File: src/rtl/pwm_cmd_pkg.sv
// rtl/pwm_cmd_pkg.sv - shared types and constants for the PWM command ramp
package pwm_cmd_pkg;

    localparam logic [7:0] FRAME_HDR = 8'hA5;

    typedef enum logic [1:0] {
        S_HDR,
        S_DIR,
        S_SPD,
        S_CHK
    } parse_state_e;

    typedef enum logic {
        O_IDLE,
        O_SEND
    } out_state_e;

    typedef struct packed {
        logic [7:0] dir;
        logic [7:0] spd;
    } pwm_cmd_t;

endpackage

File: src/rtl/pwm_cmd_ramp_speed_slew.sv
// rtl/pwm_cmd_ramp_speed_slew.sv - steps current speed toward target by at most STEP per tick
module speed_slew #(
    parameter logic [7:0] STEP = 8'd4
) (
    input  logic       clk,
    input  logic       rst,
    input  logic       tick,
    input  logic [7:0] tgt,
    output logic [7:0] cur
);

    logic [7:0] r_cur;
    logic [7:0] w_up;
    logic [7:0] w_dn;

    // distances are only meaningful in the direction actually being moved
    assign w_up = tgt - r_cur;
    assign w_dn = r_cur - tgt;
    assign cur  = r_cur;

    // clamp the final step onto the target so the value never overshoots or wraps
    always_ff @(posedge clk) begin
        if (rst) begin
            r_cur <= 8'h00;
        end else if (tick) begin
            if (tgt > r_cur) begin
                r_cur <= (w_up > STEP) ? r_cur + STEP : tgt;
            end else if (tgt < r_cur) begin
                r_cur <= (w_dn > STEP) ? r_cur - STEP : tgt;
            end
        end
    end

endmodule

File: src/rtl/pwm_cmd_ramp.sv
// rtl/pwm_cmd_ramp.sv - command frame parser, speed slew and PWM handshake; optional watchdog via PWM_CMD_WATCHDOG_EN
module pwm_cmd_ramp
    import pwm_cmd_pkg::*;
#(
    parameter int         TICK_DIV = 200,
    parameter logic [7:0] STEP     = 8'd4,
    parameter logic [7:0] DIR_CTR  = 8'h80
`ifdef PWM_CMD_WATCHDOG_EN
    ,
    parameter int         TIMEOUT  = 100000
`endif
) (
    input  logic        clk,
    input  logic        rst,
    input  logic [7:0]  rx_data,
    input  logic        rx_valid,
    output logic [15:0] pwm_data,
    output logic        pwm_valid,
    input  logic        pwm_rdy,
    output logic        frame_ok,
    output logic [7:0]  err_cnt,
    output logic        wd_trip
);

    parse_state_e r_pstate, w_pstate_nxt;
    out_state_e   r_ostate, w_ostate_nxt;
    logic [7:0]   r_dir_byte, r_spd_byte;
    logic [7:0]   r_tgt_dir, r_tgt_spd;
    logic [7:0]   w_cur_spd;
    logic         r_frame_ok;
    logic [7:0]   r_err_cnt;
    logic [31:0]  r_tick_cnt;
    logic         w_tick;
    logic         w_good, w_bad;
    logic         w_wd_expire;
    logic         r_wd_trip;
    pwm_cmd_t     w_cur, r_pwm_data, r_last_sent;
    logic         w_load, w_done;

    // direction has no ramp, so the current direction is the target register itself
    assign w_cur     = '{dir: r_tgt_dir, spd: w_cur_spd};
    assign w_tick    = (r_tick_cnt == 32'(TICK_DIV - 1));
    assign pwm_data  = r_pwm_data;
    assign pwm_valid = (r_ostate == O_SEND);
    assign frame_ok  = r_frame_ok;
    assign err_cnt   = r_err_cnt;

    // free-running slew tick divider
    always_ff @(posedge clk) begin
        if (rst || w_tick) begin
            r_tick_cnt <= 32'd0;
        end else begin
            r_tick_cnt <= r_tick_cnt + 32'd1;
        end
    end

    // parser next state; a frame is judged on its checksum byte
    always_comb begin
        w_pstate_nxt = r_pstate;
        w_good       = 1'b0;
        w_bad        = 1'b0;
        if (rx_valid) begin
            case (r_pstate)
                S_HDR: if (rx_data == FRAME_HDR) w_pstate_nxt = S_DIR;
                S_DIR: w_pstate_nxt = S_SPD;
                S_SPD: w_pstate_nxt = S_CHK;
                S_CHK: begin
                    w_pstate_nxt = S_HDR;
                    if (rx_data == (r_dir_byte ^ r_spd_byte)) begin
                        w_good = 1'b1;
                    end else begin
                        w_bad = 1'b1;
                    end
                end
                default: w_pstate_nxt = S_HDR;
            endcase
        end
    end

    // parser state, payload capture, frame pulse and saturating error count
    always_ff @(posedge clk) begin
        if (rst) begin
            r_pstate   <= S_HDR;
            r_dir_byte <= 8'h00;
            r_spd_byte <= 8'h00;
            r_frame_ok <= 1'b0;
            r_err_cnt  <= 8'h00;
        end else begin
            r_pstate   <= w_pstate_nxt;
            r_frame_ok <= w_good;
            if (rx_valid && r_pstate == S_DIR) r_dir_byte <= rx_data;
            if (rx_valid && r_pstate == S_SPD) r_spd_byte <= rx_data;
            if (w_bad && r_err_cnt != 8'hFF) r_err_cnt <= r_err_cnt + 8'd1;
        end
    end

`ifdef PWM_CMD_WATCHDOG_EN
    logic [31:0] r_wd_cnt;

    // a good frame in the expiry cycle wins over the trip
    assign w_wd_expire = (r_wd_cnt == 32'(TIMEOUT - 1)) && !w_good;
    assign wd_trip     = r_wd_trip;

    // watchdog counter, reloaded by every good frame and by its own expiry
    always_ff @(posedge clk) begin
        if (rst || w_good || w_wd_expire) begin
            r_wd_cnt <= 32'd0;
        end else begin
            r_wd_cnt <= r_wd_cnt + 32'd1;
        end
    end
`else
    assign w_wd_expire = 1'b0;
    assign wd_trip     = 1'b0;
`endif

    // targets load from good frames, or fall back to neutral/stop on watchdog expiry
    always_ff @(posedge clk) begin
        if (rst) begin
            r_tgt_dir <= DIR_CTR;
            r_tgt_spd <= 8'h00;
            r_wd_trip <= 1'b0;
        end else if (w_good) begin
            r_tgt_dir <= r_dir_byte;
            r_tgt_spd <= r_spd_byte;
            r_wd_trip <= 1'b0;
        end else if (w_wd_expire) begin
            r_tgt_dir <= DIR_CTR;
            r_tgt_spd <= 8'h00;
            r_wd_trip <= 1'b1;
        end
    end

    speed_slew #(
        .STEP (STEP)
    ) u_speed_slew (
        .clk  (clk),
        .rst  (rst),
        .tick (w_tick),
        .tgt  (r_tgt_spd),
        .cur  (w_cur_spd)
    );

    // output FSM next state; only the newest value is offered once a handshake completes
    always_comb begin
        w_ostate_nxt = r_ostate;
        w_load       = 1'b0;
        w_done       = 1'b0;
        case (r_ostate)
            O_IDLE: begin
                if (w_cur != r_last_sent) begin
                    w_load       = 1'b1;
                    w_ostate_nxt = O_SEND;
                end
            end
            O_SEND: begin
                if (pwm_rdy) begin
                    w_done       = 1'b1;
                    w_ostate_nxt = O_IDLE;
                end
            end
            default: w_ostate_nxt = O_IDLE;
        endcase
    end

    // output FSM state register
    always_ff @(posedge clk) begin
        if (rst) begin
            r_ostate <= O_IDLE;
        end else begin
            r_ostate <= w_ostate_nxt;
        end
    end

    // pwm_data is held stable while offered; last_sent records what the PWM stage accepted
    always_ff @(posedge clk) begin
        if (rst) begin
            r_pwm_data  <= '{dir: DIR_CTR, spd: 8'h00};
            r_last_sent <= '{dir: DIR_CTR, spd: 8'h00};
        end else begin
            if (w_load) r_pwm_data <= w_cur;
            if (w_done) r_last_sent <= r_pwm_data;
        end
    end

endmodule

File: config.mk
export PLATFORM = sky130hd
export DESIGN_NAME = pwm_cmd_ramp
export DESIGN_NICKNAME = d
export VERILOG_FILES = /design/src/rtl/pwm_cmd_pkg.sv /design/src/rtl/pwm_cmd_ramp_speed_slew.sv /design/src/rtl/pwm_cmd_ramp.sv
export SDC_FILE = /design/constraint.sdc
export NUM_CORES = 1
export LEC_CHECK = 0
export ABC_AREA = 1
export CAP_MARGIN = 20
export CORE_MARGIN = 2
export CORE_UTILIZATION = 40
export DETAILED_ROUTE_END_ITERATION = 16
export PLACE_DENSITY_LB_ADDON = 0.05
export SETUP_SLACK_MARGIN = 0.15
export SYNTH_ARGS = -nofsm -noshare
export SYNTH_HDL_FRONTEND = slang
export SYNTH_SLANG_ARGS = --single-unit
File: constraint.sdc
create_clock -name clk -period 2.4 [get_ports clk]
set_input_delay 0.48 -clock clk [delete_from_list [all_inputs] [get_ports clk]]
set_output_delay 0.48 -clock clk [all_outputs]
set_load 0.1 [all_outputs]
==> flow_metrics.tcl <==
set metrics [dict create \
    synth_most_common_cell "nand2_1" \
    synth_top_area_share_pct 36.3 \
    vias 5931 \
    cp-start-kind "flip-flop" \
    place_hpwl_mm 12.6 \
    synthDistinctLibCells 41 \
    synth_top_cells_by_count "nand2_1 (173), inv_1 (129), dfxtp_1 (116)" \
    clock_path_buffers 2 \
    syn_area_per_cell_um2 6.96 \
    synth_edf_count 0 \
    final_net_count 1017 \
    gp_congestion 0.906 \
    synth_top_cell_by_area "dfxtp_1" \
    clk_pin_slew_ns 0.06 \
    p_per_area_nw_per_um2 727 \
    synth_area_leaders "dfxtp_1 (36%), nand2_1 (10%), inv_1 (7.6%), nor2_1 (6.3%), nand3_1 (5.8%)" \
    yosysSeqAreaShare_pct 36.3 \
    grt_max_degree 67 \
    finalCritPeriodShare_pct 95.9 \
    rows 46 \
    antennaDiodeCount 0 \
    setup_viol 0 \
    dr_wl_met2_mm 8.31 \
    maxUsedRoutingLayer "met4" \
    drtPass1Iterations 5 \
    period_needed_ns 2.30 \
    worst_pin_slew_ns 0.619 \
    cts_tree "yes" \
    drv_slew 0 \
    overflow 0 \
    grt_pass1_vias 5498 \
    ioPinCount 39 \
    max_freq_mhz 434 \
    wl_mm 16.8 \
    antenna_left 0 \
    track_usage_pct 20.6 \
    ys_warn_count 0 \
    synth_cells 918 \
    synth_ff_type "dfxtp_1" \
    clock_latency_ns 0.41 \
    die_y_um 130 \
    met1Wirelength_mm 7.85 \
    fp.dieW_um 130 \
    root_buffer "clkbuf_16" \
    cts_sinks 116 \
    drt_iter0_drc 335 \
    skew_ns 0.00799 \
    syn2layout_area_growth_pct 23.6 \
    die_area_um2 17000 \
    met3WireLength_um 509 \
    grt_pass1_wl_mm 27.4 \
    outcome "completed" \
    io_buffers 37 \
    antenna_found_initial 0 \
    core_um2 15800 \
    power_leakage_nw 3.61 \
    total_power_w 0.00575 \
    slew_headroom_pct 58.3 \
    synth-seq-cells 116 \
    vias_per_cell 4.91 \
    cp-end-kind "flip-flop" \
    drive_gt1_share_pct 13.7 \
    drc 0 \
    syn_area_um2 6390 \
    maxCapViolCount 0 \
    rsz0062_at_grt "yes" \
    utilization_pct 50.1 \
    finalHoldViolCount 0 \
    worstPathMaxFanout 7 \
    peakVddDrop_v 0.000472 \
    arrival_ns 2.61 \
    syn_nets 955 \
    start_util_pct 40.5 \
    numCtsBuffers 17 \
    wire_per_inst_um 13.9 \
    crit_type "flip-flop to flip-flop" \
    min_path_type "flip-flop to flip-flop" \
    cts_hold_buf 0 \
    cp_data_required_time_ns 2.71 \
    async_reset_ff_share_pct 0 \
    htreeDepth 4 \
]
state kept, by name (all words and copies together) (netlist names):
| name | count |
|---|---|
| r_tick_cnt | 32 |
| r_dir_byte | 8 |
| err_cnt | 8 |
| r_tgt_spd | 8 |
| r_spd_byte | 8 |
| r_tgt_dir | 8 |
| pwm_valid | 1 |
| r_last_sent | 16 |
| pwm_data | 16 |
| u_speed_slew.cur | 8 |
| r_pstate | 2 |
| frame_ok | 1 |
cells in the final DEF, fill, tap and decap left out, types with 4 or more instances in the layout:
master / count
ha_1: 18
inv_1: 126
ha_4: 5
a21oi_1: 63
clkbuf_8: 5
o21ai_0: 65
nand3_2: 7
nand2_4: 4
bufinv_16: 5
nor2_4: 4
xnor2_1: 29
xor2_1: 26
dfxtp_2: 5
nor2_2: 7
nor4_1: 10
nand3_1: 66
nand2_1: 172
clkbuf_16: 17
inv_2: 5
nor2_1: 105
buf_4: 56
clkdlybuf4s50_1: 11
nor3_1: 16
nand4_1: 22
dfxtp_1: 111
final cells by class:
cell class	count	area [um^2]
Clock buffer	23	498
Tap cell	216	270
Inverter	132	495
Timing Repair Buffer	68	551
Clock inverter	8	170
Fill cell	1602	7870
Sequential cell	116	2330
Multi-Input combinational cell	645	3590
path summary, 6_finish.rpt:
kind                  from                  end  slack [ns]  depth (start not counted)
min          r_tick_cnt[0]        r_tick_cnt[0]        0.44                          1
max           r_tgt_spd[0]  u_speed_slew.cur[0]         0.1                         14
max reg2reg   r_tgt_spd[0]  u_speed_slew.cur[0]         0.1                         14
min reg2reg  r_tick_cnt[0]        r_tick_cnt[0]        0.44                          1
report_power, final:
part	switching (W)	internal, W	total (W)	leakage [nW]
logic	0.000591	0.000208	0.000799	2.34
registers	0.0000783	0.00202	0.00210	0.944
clock network	0.000873	0.00197	0.00285	0.321
layer usage:
layer | vias to the layer above | global-route usage [%]
li1 | 3088 | -
met1 | 2740 | 26.5
met2 | 93 | 35.4
met3 | 10 | 4.48
met4 | 0 | 5.07
met5 | - | 0
metrics by stage:
stage	hold slack (ns)	cells	TNS (ns)	cell area, um^2	worst slack (ns)
floorplan	0.418	918	0	6390	0.258
global placement	0.429	1175	-0.0929	7090	-0.0818
detailed placement	0.440	1175	-0.0649	7090	-0.0649
CTS	0.450	1207	0	7770	0.151
global route	0.475	1208	-0.0780	7900	-0.0315
finish	0.443	1208	0	7900	0.0977
worst max-delay path, stage by stage, from the launching register on:
cell and delay (ns):
dfxtp_2 0.35, inv_2 0.06, ha_4 0.16, fa_2 0.52, nand2_1 0.05, nand3_1 0.08
nand2_1 0.06, nor2_1 0.10, nand2_1 0.10, nor2_4 0.23, nand2_4 0.12, nand2_4 0.11
nand3_2 0.10, nor2_2 0.12, nor2_1 0.05
kinds of logic (layout without fill, tap and decap cells):
logic type,Yosys count,count (layout),synth area share (%)
xor+xnor,55,55,7.54
buf+inv,157,231,9.51
simple gates,424,424,30.1
flops,116,116,36.3
other cells,1,1,0.0587
fa+ha+maj,25,25,5.01
compound gates,140,140,11.4
repair_timing:
item,4_1_cts,5_1_grt
endpoints found under the setup margin,8,8
pin swaps,1,9
resized for setup,4,27
cloned,0,0
setup buffers,1,1
Note: power is estimated with default switching activity, not from simulation.
